## src/rtl/alu_mc.sv

```systemverilog
// alu_mc: multicycle ALU with iterative multiply and divide engines.
//   clk, rst    : rising-edge clock, synchronous active-high reset
//   i_start     : operation request, accepted only while idle
//   func        : operation code
//   shiftamt    : shift count for the shift operations
//   a, b        : operands, captured when the request is accepted
//   o_data      : result, held until the next accepted request finishes
//   o_done      : one-cycle pulse when o_data and the flags are valid
//   o_busy      : high while an accepted operation is in progress
//   o_ovf       : magnitude overflow (sign-magnitude add / multiply)
//   o_dz        : divide by zero
//   o_illegal   : unsupported operation code
module alu_mc #(
  parameter  int WIDTH = 32,
  localparam int SHW   = $clog2(WIDTH)
) (
  input  logic             clk,
  input  logic             rst,
  input  logic             i_start,
  input  logic [5:0]       func,
  input  logic [SHW-1:0]   shiftamt,
  input  logic [WIDTH-1:0] a,
  input  logic [WIDTH-1:0] b,
  output logic [WIDTH-1:0] o_data,
  output logic             o_done,
  output logic             o_busy,
  output logic             o_ovf,
  output logic             o_dz,
  output logic             o_illegal
);

  localparam int MW = WIDTH - 1;  // magnitude width of sign-magnitude operands

  typedef enum logic [1:0] {S_IDLE, S_MUL, S_DIV, S_FIN} state_t;

  state_t               state_q, state_d;
  logic [SHW-1:0]       cnt_q, cnt_d;
  logic [5:0]           func_q, func_d;
  logic [SHW-1:0]       sh_q, sh_d;
  logic [WIDTH-1:0]     a_q, a_d, b_q, b_d;
  logic [2*MW-1:0]      prod_q, prod_d;
  logic [WIDTH-1:0]     rem_q, rem_d, quo_q, quo_d;
  logic [WIDTH-1:0]     data_q, data_d;
  logic                 done_q, done_d, ovf_q, ovf_d, dz_q, dz_d, ill_q, ill_d;

  // Sign-magnitude addition; returns {overflow, result}.
  function automatic logic [WIDTH:0] sm_add(input logic [WIDTH-1:0] x, input logic [WIDTH-1:0] y);
    logic [MW-1:0] mx, my, mag;
    logic [MW:0]   sum;
    logic          sgn;
    mx  = x[MW-1:0];
    my  = y[MW-1:0];
    sum = {1'b0, mx} + {1'b0, my};
    mag = '0;
    sgn = 1'b0;
    if (x[WIDTH-1] == y[WIDTH-1]) begin
      mag = sum[MW-1:0];
      sgn = x[WIDTH-1];
    end else if (mx >= my) begin
      mag = mx - my;
      sgn = x[WIDTH-1] & (|mag);  // equal magnitudes give +0
    end else begin
      mag = my - mx;
      sgn = y[WIDTH-1];
    end
    return {(x[WIDTH-1] == y[WIDTH-1]) & sum[MW], sgn, mag};
  endfunction

  logic [MW:0]          mul_sum;
  logic [WIDTH:0]       rem_sh, trial;
  logic [WIDTH:0]       add_res;
  logic [MW-1:0]        mul_mag;
  logic signed [WIDTH-1:0] sub_res;

  always_comb begin
    state_d = state_q;
    cnt_d   = cnt_q;
    func_d  = func_q;
    sh_d    = sh_q;
    a_d     = a_q;
    b_d     = b_q;
    prod_d  = prod_q;
    rem_d   = rem_q;
    quo_d   = quo_q;
    data_d  = data_q;
    done_d  = 1'b0;
    ovf_d   = ovf_q;
    dz_d    = dz_q;
    ill_d   = ill_q;

    // Shift-add step: conditionally add the multiplicand into the high half,
    // then shift the whole product/multiplier register right by one.
    mul_sum = {1'b0, prod_q[2*MW-1:MW]} + (prod_q[0] ? {1'b0, a_q[MW-1:0]} : '0);

    // Restoring step: bring in the next dividend bit, subtract if it fits.
    // trial[WIDTH] is the borrow, so a clear MSB means rem_sh >= b.
    rem_sh  = {rem_q, quo_q[WIDTH-1]};
    trial   = rem_sh - {1'b0, b_q};

    add_res = sm_add(a_q, b_q);
    mul_mag = prod_q[MW-1:0];
    sub_res = $signed(a_q) - $signed(b_q);

    case (state_q)
      S_IDLE: begin
        if (i_start) begin
          func_d = func;
          sh_d   = shiftamt;
          a_d    = a;
          b_d    = b;
          cnt_d  = '0;
          prod_d = {{MW{1'b0}}, b[MW-1:0]};
          rem_d  = '0;
          quo_d  = a;
          if (func == 6'd3)                  state_d = S_MUL;
          else if (func == 6'd2 && b != '0)  state_d = S_DIV;
          else                               state_d = S_FIN;
        end
      end
      S_MUL: begin
        prod_d = {mul_sum, prod_q[MW-1:1]};
        cnt_d  = cnt_q + 1'b1;
        if (cnt_q == SHW'(WIDTH-2)) state_d = S_FIN;
      end
      S_DIV: begin
        if (!trial[WIDTH]) rem_d = trial[WIDTH-1:0];
        else               rem_d = rem_sh[WIDTH-1:0];
        quo_d = {quo_q[WIDTH-2:0], ~trial[WIDTH]};
        cnt_d = cnt_q + 1'b1;
        if (cnt_q == SHW'(WIDTH-1)) state_d = S_FIN;
      end
      S_FIN: begin
        state_d = S_IDLE;
        done_d  = 1'b1;
        ovf_d   = 1'b0;
        dz_d    = 1'b0;
        ill_d   = 1'b0;
        case (func_q)
          6'd0: begin
            data_d = add_res[WIDTH-1:0];
            ovf_d  = add_res[WIDTH];
          end
          6'd1: data_d = sub_res;
          6'd2: begin
            if (b_q == '0) begin
              data_d = '1;
              dz_d   = 1'b1;
            end else begin
              data_d = quo_q;
            end
          end
          6'd3: begin
            data_d = {(a_q[WIDTH-1] ^ b_q[WIDTH-1]) & (|mul_mag), mul_mag};
            ovf_d  = |prod_q[2*MW-1:MW];
          end
          6'd4: data_d = b_q >> sh_q;
          6'd5: data_d = b_q << sh_q;
          6'd6: data_d = a_q >> sh_q;
          6'd7: data_d = a_q << sh_q;
          default: begin
            data_d = '0;
            ill_d  = 1'b1;
          end
        endcase
      end
      default: state_d = S_IDLE;
    endcase
  end

  always_ff @(posedge clk) begin
    if (rst) begin
      state_q <= S_IDLE;
      cnt_q   <= '0;
      data_q  <= '0;
      done_q  <= 1'b0;
      ovf_q   <= 1'b0;
      dz_q    <= 1'b0;
      ill_q   <= 1'b0;
    end else begin
      state_q <= state_d;
      cnt_q   <= cnt_d;
      data_q  <= data_d;
      done_q  <= done_d;
      ovf_q   <= ovf_d;
      dz_q    <= dz_d;
      ill_q   <= ill_d;
    end
  end

  // Operand and engine registers carry data only and need no reset.
  always_ff @(posedge clk) begin
    func_q <= func_d;
    sh_q   <= sh_d;
    a_q    <= a_d;
    b_q    <= b_d;
    prod_q <= prod_d;
    rem_q  <= rem_d;
    quo_q  <= quo_d;
  end

  assign o_data    = data_q;
  assign o_done    = done_q;
  assign o_busy    = (state_q != S_IDLE);
  assign o_ovf     = ovf_q;
  assign o_dz      = dz_q;
  assign o_illegal = ill_q;

endmodule

```

## config.mk

```make
export PLATFORM = sky130hd
export DESIGN_NAME = alu_mc
export DESIGN_NICKNAME = d
export VERILOG_FILES = /design/src/rtl/alu_mc.sv
export SDC_FILE = /design/constraint.sdc
export NUM_CORES = 1
export LEC_CHECK = 0
export BUFFER_PORTS_ARGS = -buffer_cell sky130_fd_sc_hd__buf_2
export CORE_ASPECT_RATIO = 1.75
export CORE_MARGIN = 1.5
export CORE_UTILIZATION = 60
export CTS_CLUSTER_SIZE = 14
export DETAILED_ROUTE_END_ITERATION = 12
export PLACE_DENSITY_LB_ADDON = 0.3
export SKIP_LAST_GASP = 1
export SLEW_MARGIN = 40
export SYNTH_ARGS = -nofsm -noshare
export SYNTH_HDL_FRONTEND = slang
export SYNTH_SLANG_ARGS = --single-unit
```

## constraint.sdc

```tcl
create_clock -name clk -period 11.7 [get_ports clk]
set_clock_uncertainty 0.1 [all_clocks]
set_input_delay 2.34 -clock clk [delete_from_list [all_inputs] [get_ports clk]]
set_output_delay 2.34 -clock clk [all_outputs]
set_load 0.01 [all_outputs]
```

# After elaboration in Yosys (flattened, before gate mapping)
# Cells that the tools add are included.
[totals]
in_bits = 78
ff_bits = 244
output_inout_bits = 37
wordCells = 95
[classes]
n_eq_ne = 18
n_bitwise = 5
n_lt_le_gt_ge = 1
mux = 27
addsub = 7
n_shift = 4
reduce_logical = 19
[op_table]
columns = ["op", "count"]
rows = [
  ["$pmux W32 S8", 1],
  ["$mux W32", 4],
  ["$pmux W32 S2", 2],
  ["$pmux W62 S2", 1],
  ["$mux W31", 3],
  ["$reduce_or A31 Y1", 3],
  ["$add A31 B31 Y32", 2],
  ["$shl A32 B5 Y32", 2],
  ["$shr A32 B5 Y32", 2],
  ["$mux W62", 1],
  ["$sub A31 B31 Y31", 2],
  ["$sub A33 B32 Y33", 1],
  ["$logic_not A32 Y1", 1],
  ["$reduce_bool A32 Y1", 1],
  ["$sub A32 B32 Y32", 1],
  ["$ge A31 B31 Y1", 1],
  ["$eq A6 B2 Y1 const B", 4],
  ["$eq A6 B3 Y1 const B", 4],
  ["$eq A5 B5 Y1 const B", 2],
  ["$pmux W5 S2", 1],
  ["$mux W2", 4],
  ["$pmux W2 S4", 1],
  ["$reduce_and A2 Y1", 4],
  ["$reduce_bool A2 Y1", 4],
  ["18 further kinds", 29],
]

# Depth between registers and ports, before layout
[logic_depth]
ltp_word = 6
ltp_mapped = 15
ltp_nobuf = 14

# Worst setup path after synthesis
# No wires, ideal clock.
[synth_path]
path_kind = "register to register"
from = "register state_q[0]"
to = "register quo_q[0], enable pin"
setup_ns = 0.575
slack_ns = 5.346
arrival_time_ns = 5.680
path_stages_with_launch = 7
synth_period_minus_slack_ns = 6.354
path_buffers = 2
t_required_ns = 11.025
path_cell_list = "dfxtp_1 > inv_1 > ha_1 > clkbuf_1 > inv_1 > clkbuf_1 > o21ai_0"
[synth_via]
elab_chain_cells = 3
word_cells_on_any_way = 5
classes_between = "2 x eq/ne; 3 x reduce/logical"
[synth_rtl]
columns = ["item", "line", "rtl"]
rows = [
  ["from (decl)", "36", "state_t state_q, state_d;"],
  ["from (signal assigned)", "180", "state_q <= state_d;"],
  ["$eq A2 B2 Y1 / $logic_not A2 Y1 (equally long branches)", "104", "case (state_q)"],
  ["$reduce_bool A2 Y1 (no source line) / $ne A2 B2 Y1 (equally long branches)", "--", ""],
  ["$reduce_and A2 Y1 (no source line) *", "--", ""],
  ["to (signal assigned)", "198", "quo_q <= quo_d;"],
  ["to (decl)", "42", "logic [WIDTH-1:0] rem_q, rem_d, quo_q, quo_d;"],
]
# Mark *: on every way between the ends. The rest lies on a longest branch, timed or not.
# A chain may end at the register's enable or synchronous reset.

# Final worst setup path
[layout_path]
from = "register a_q[8]"
to = "register data_q[28], in the netlist o_data[28]"
[layout_via]
elab_chain_cells = 4
word_cells_on_any_way = 10
classes_between = "4 x add/sub; 1 x order compare; 2 x shift; 3 x mux"
[layout_rtl]
columns = ["item", "line", "rtl"]
rows = [
  ["from (decl)", "40", "logic [WIDTH-1:0] a_q, a_d, b_q, b_d;"],
  ["from (signal assigned)", "194", "a_q <= a_d;"],
  ["$sub A31 B31 Y31, or another cell as far along", "63", "mag = my - mx;"],
  ["$mux W31", "59", "end else if (mx >= my) begin"],
  ["$mux W31", "56", "if (x[WIDTH-1] == y[WIDTH-1]) begin"],
  ["$pmux W32 S8 *", "138", "case (func_q)"],
  ["to (signal assigned)", "182", "data_q <= data_d;"],
  ["to (decl)", "43", "logic [WIDTH-1:0] data_q, data_d;"],
]
# Marks and branches as above.

==> metrics.cfg <==
[outcome]
outcome=completed

[critical_path]
required_ns=12.01
critical_path_end_type=flip-flop
critical_path_class=reg -> reg
startpoint_type=flip-flop
critical_path.reg2reg.startpoint=a_q[8]
crit_path_cell_trace=inv_1 -> ha_1 -> inv_1 -> nand4_1 -> a2111oi_0 -> o41ai_2 -> buf_4 -> a311oi_1 -> nor2_1 -> a31oi_1 -> xnor2_1 -> o211ai_1 -> a221oi_1
critical-path-slowest-cell=a2111oi_0
r2r-end=o_data[28]
cpMostUsedCell=inv_1
cp-startpoint=a_q[8]
critPathArrivalTime_ns=5.46
timing.critical_path.slowest_cell_delay_ns=0.84
register_to_register_setup_slack_ns=6.55
critical_path.max_fanout=11
crit_end=o_data[28]
worstRegToRegCells=13

[route]
finalWirelength_um=105000
drt-vias-per-instance=7.66
avgRoutedWirePerCell_um=33.5
highest_signal_layer_in_the_routed_design=met5
route.met3.wl_um=11500
drc_errors=0
route.antenna.remaining_nets=0
met2_length_um=47000
drtPass1Iterations=8
via_count=23943
drt-met1-wl_um=32800
drt_iter0_drc=3049

[cts]
htree_levels=1
clock_latency_ns=0.53
clkSinkCount=244
clock_tree.buffer_depth=3
cts.hold.buffers_added=0
cts_tree=built
ctsRootBufferMaster=clkbuf_16
cts_made_buffers=23
clk_pin_slew_worst_paths_ns=0.07
number_of_instances_resized_during_post_cts_repair=0
cts_setup_buffers=0

[floorplan]
die_y_um=264
fp.dieArea_mm2=0.0401
die_x_extent_um=152
floorplan.core_area_mm2=0.0384
std_cell_rows=95
io_pins=115
start_util_pct=60.7

[synth]
synth_area_per_cell_um2=9.09
yosys.area_share.xor_xnor_pct=3.57
count_of_distinct_cell_types_in_the_synthesized_netlist=94
synth.yosys.seq_area_share_pct=29.6
synth_top_family_by_area=compound AO/OA/AOI/OAI gates
synth-compound-area-share_pct=21.6
synthCells=2565
post_synth_and_or_nand_nor_area_fraction_pct=15.2
syn-num-nets=2810
most_instantiated_flip_flop_cell_in_the_synthesis_netlist=edfxtp_1
synth_enable_flop_cells=201
ys_async_sr_fraction_pct=0
post_synth_instance_area_mm2=0.0233
yosys_register_bits=244
mux_contribution_to_synthesized_area_pct=16.0
ys.warnings.count=0
synthAdderAreaFrac_pct=9.13

[place]
dp_slack_ns=6.55
place.gp.congestion=1.14
placement.io_buffers=114
dp_hpwl_um=80200

[sta]
layout_min_cycle_time_ns=5.15
slew_headroom_pct=33.1
hold_viol_final=0
highest_achievable_clock_rate_ghz=0.194
worst_pin_slew_ns=0.995
slew_viol_final=0
final.setup.tns_ns=0
finalCritPeriodShare_pct=44.1
final_critical_path_setup_slack_ns=6.55
rsz0062_at_grt=false
report.final.setup_viol=0

[job]
drv.max_cap_violation_count=0

[final_layout]
nNetsFinal=2863
final_layout_size_suffix_gt1_share_pct=14.5
layout.area.seq_mm2=0.00690
multiInputGateArea_mm2=0.0154
post-route-util_pct=65.3
layout-area-overhead-vs-synth_pct=7.59
n_fill_cell=3133

[global_route]
pin_count_of_the_biggest_net_entering_global_routing=65
global_route_wire_length_before_repair_um=153000
groute.usage.overall_pct=51.5
vias_in_the_first_global_route=23695
grt_overflow_total=0
number_of_antenna_violations_at_the_first_check_in_global_routing=8

[power]
max-vdd-ir-drop_uv=262
cellPowerDensity_mw_per_mm2=276
p_leak_uw=0.00998

[worst_hold_path]
worstHoldPathType=reg -> reg
hp-start=o_ovf

## registers in the layout, summed over array words and instances (netlist names)
| signal | cells |
|---|---|
| sh_q | 5 |
| a_q | 32 |
| quo_q | 32 |
| o_data | 32 |
| o_done | 1 |
| o_illegal | 1 |
| cnt_q | 5 |
| rem_q | 32 |
| prod_q | 62 |
| o_ovf | 1 |
| o_dz | 1 |
| func_q | 6 |
| state_q | 2 |
| b_q | 32 |
## per-layer routing
layer | up-vias | track usage [%]
li1 | 9851 | -
met1 | 11269 | 55.4
met2 | 2137 | 80.7
met3 | 680 | 13.9
met4 | 6 | 50.6
met5 | - | 0
## power breakdown
group	switching [uW]	leakage, uW	internal [uW]
combinational	2880	0.00738	1610
clock	347	0.000320	372
sequential	360	0.00228	1340
## cells by family after synthesis
| logic type | after synthesis |
|---|---|
| xor gates and xnor gates | 95 |
| DFF | 244 |
| and+or+nand+nor | 730 |
| muxes | 292 |
| buffers and inverters | 275 |
| AOI/OAI and AO/OA | 762 |
| adders and majority gates | 167 |
## worst min-delay path by stage
stage | end | depth (start not counted)
6_report | o_ovf | 2
3_5_place_dp | o_ovf | 2
4_1_cts | o_ovf | 2
5_1_grt | o_data[19] | 1
3_3_place_gp | o_ovf | 2
2_1_floorplan | cnt_q[4] | 2
## synthesized netlist by cell type, drive strengths merged (7+ instances only)
| library cell | n | area, um2 |
|---|---|---|
| buf | 50 | 300 |
| dfxtp | 43 | 861 |
| nand2 | 178 | 676 |
| mux2 | 76 | 856 |
| nand3 | 61 | 305 |
| o21ai | 153 | 766 |
| o21bai | 26 | 195 |
| o31ai | 23 | 178 |
| nor3 | 60 | 305 |
| mux2i | 160 | 1600 |
| xor2 | 20 | 175 |
| a211oi | 40 | 305 |
| a221o | 7 | 70.1 |
| nor4 | 41 | 257 |
| and3 | 17 | 106 |
| xnor2 | 75 | 657 |
| a21o | 49 | 368 |
| o22ai | 14 | 87.6 |
| o221ai | 10 | 87.6 |
| mux4 | 56 | 1270 |
| a31oi | 35 | 219 |
| o211ai | 29 | 223 |
| ha | 162 | 2030 |
| clkbuf | 89 | 334 |
| o41ai | 9 | 93.8 |
| nor2b | 25 | 156 |
| edfxtp | 201 | 6040 |
| inv | 133 | 499 |
| and2 | 41 | 257 |
| or2 | 9 | 56.3 |
| nand4 | 26 | 178 |
| o2111ai | 10 | 87.6 |
| nand2b | 38 | 238 |
| a221oi | 27 | 243 |
| o311ai | 15 | 131 |
| nor2 | 202 | 768 |
| a21oi | 206 | 1030 |
| o21a | 26 | 195 |
| a211o | 11 | 96.3 |
| or3 | 15 | 93.8 |
## stage by stage
| stage | instance area, um2 | hold slack, ns | std cells | total power (uW) |
|---|---|---|---|---|
| 2_1_floorplan | 23300 | 0.382 | 2565 | 4610 |
| 3_3_place_gp | 24300 | 0.361 | 3075 | 5780 |
| 3_5_place_dp | 24300 | 0.384 | 3076 | 5890 |
| 4_1_cts | 25000 | 0.397 | 3116 | 6620 |
| 5_1_grt | 25100 | 0.426 | 3120 | 7160 |
| 6_report | 25100 | 0.393 | 3125 | 6910 |
## worst max-delay path, delay by kind of cell (launching register included)
kind	cells	cell delay [ns]
simple gates	2	0.36
xor+xnor	1	0.19
buf+inv	3	0.62
compound gates	6	2.64
fa+ha+maj	1	0.48
flops	1	0.64
## layout make-up
cell class / instances / share of cell area (%)
repair buffers: 167 / 3.96
clock buffers: 33 / 2.48
well taps: 485 / 2.42
inverters: 136 / 2.04
clock inverters: 7 / 0.175
flip-flops and latches: 244 / 27.5
diodes: 7 / 0.0699
multi-input cells: 2046 / 61.4
## layout by cell type, fill, tap and decap left out, types with 11 or more instances in the layout
master     instances
a211o_1           11
a211oi_1          39
a21o_1            49
a21oi_1          206
a221oi_1          26
a31oi_1           35
and2_1            40
and3_1            17
buf_2            114
buf_4             49
clkbuf_16         23
dfxtp_1           43
edfxtp_1         201
ha_1             161
inv_1            130
mux2_2            76
mux2i_1          155
mux4_2            54
nand2_1          177
nand2b_1          38
nand3_1           60
nand4_1           25
nor2_1           193
nor2b_1           23
nor3_1            58
nor4_1            39
o211ai_1          28
o21a_1            26
o21ai_0          144
o21bai_1          26
o22ai_1           14
o311ai_0          14
o31ai_1           22
or3_1             15
xnor2_1           74
xor2_1            19
Power figures use the tool's default switching activity.
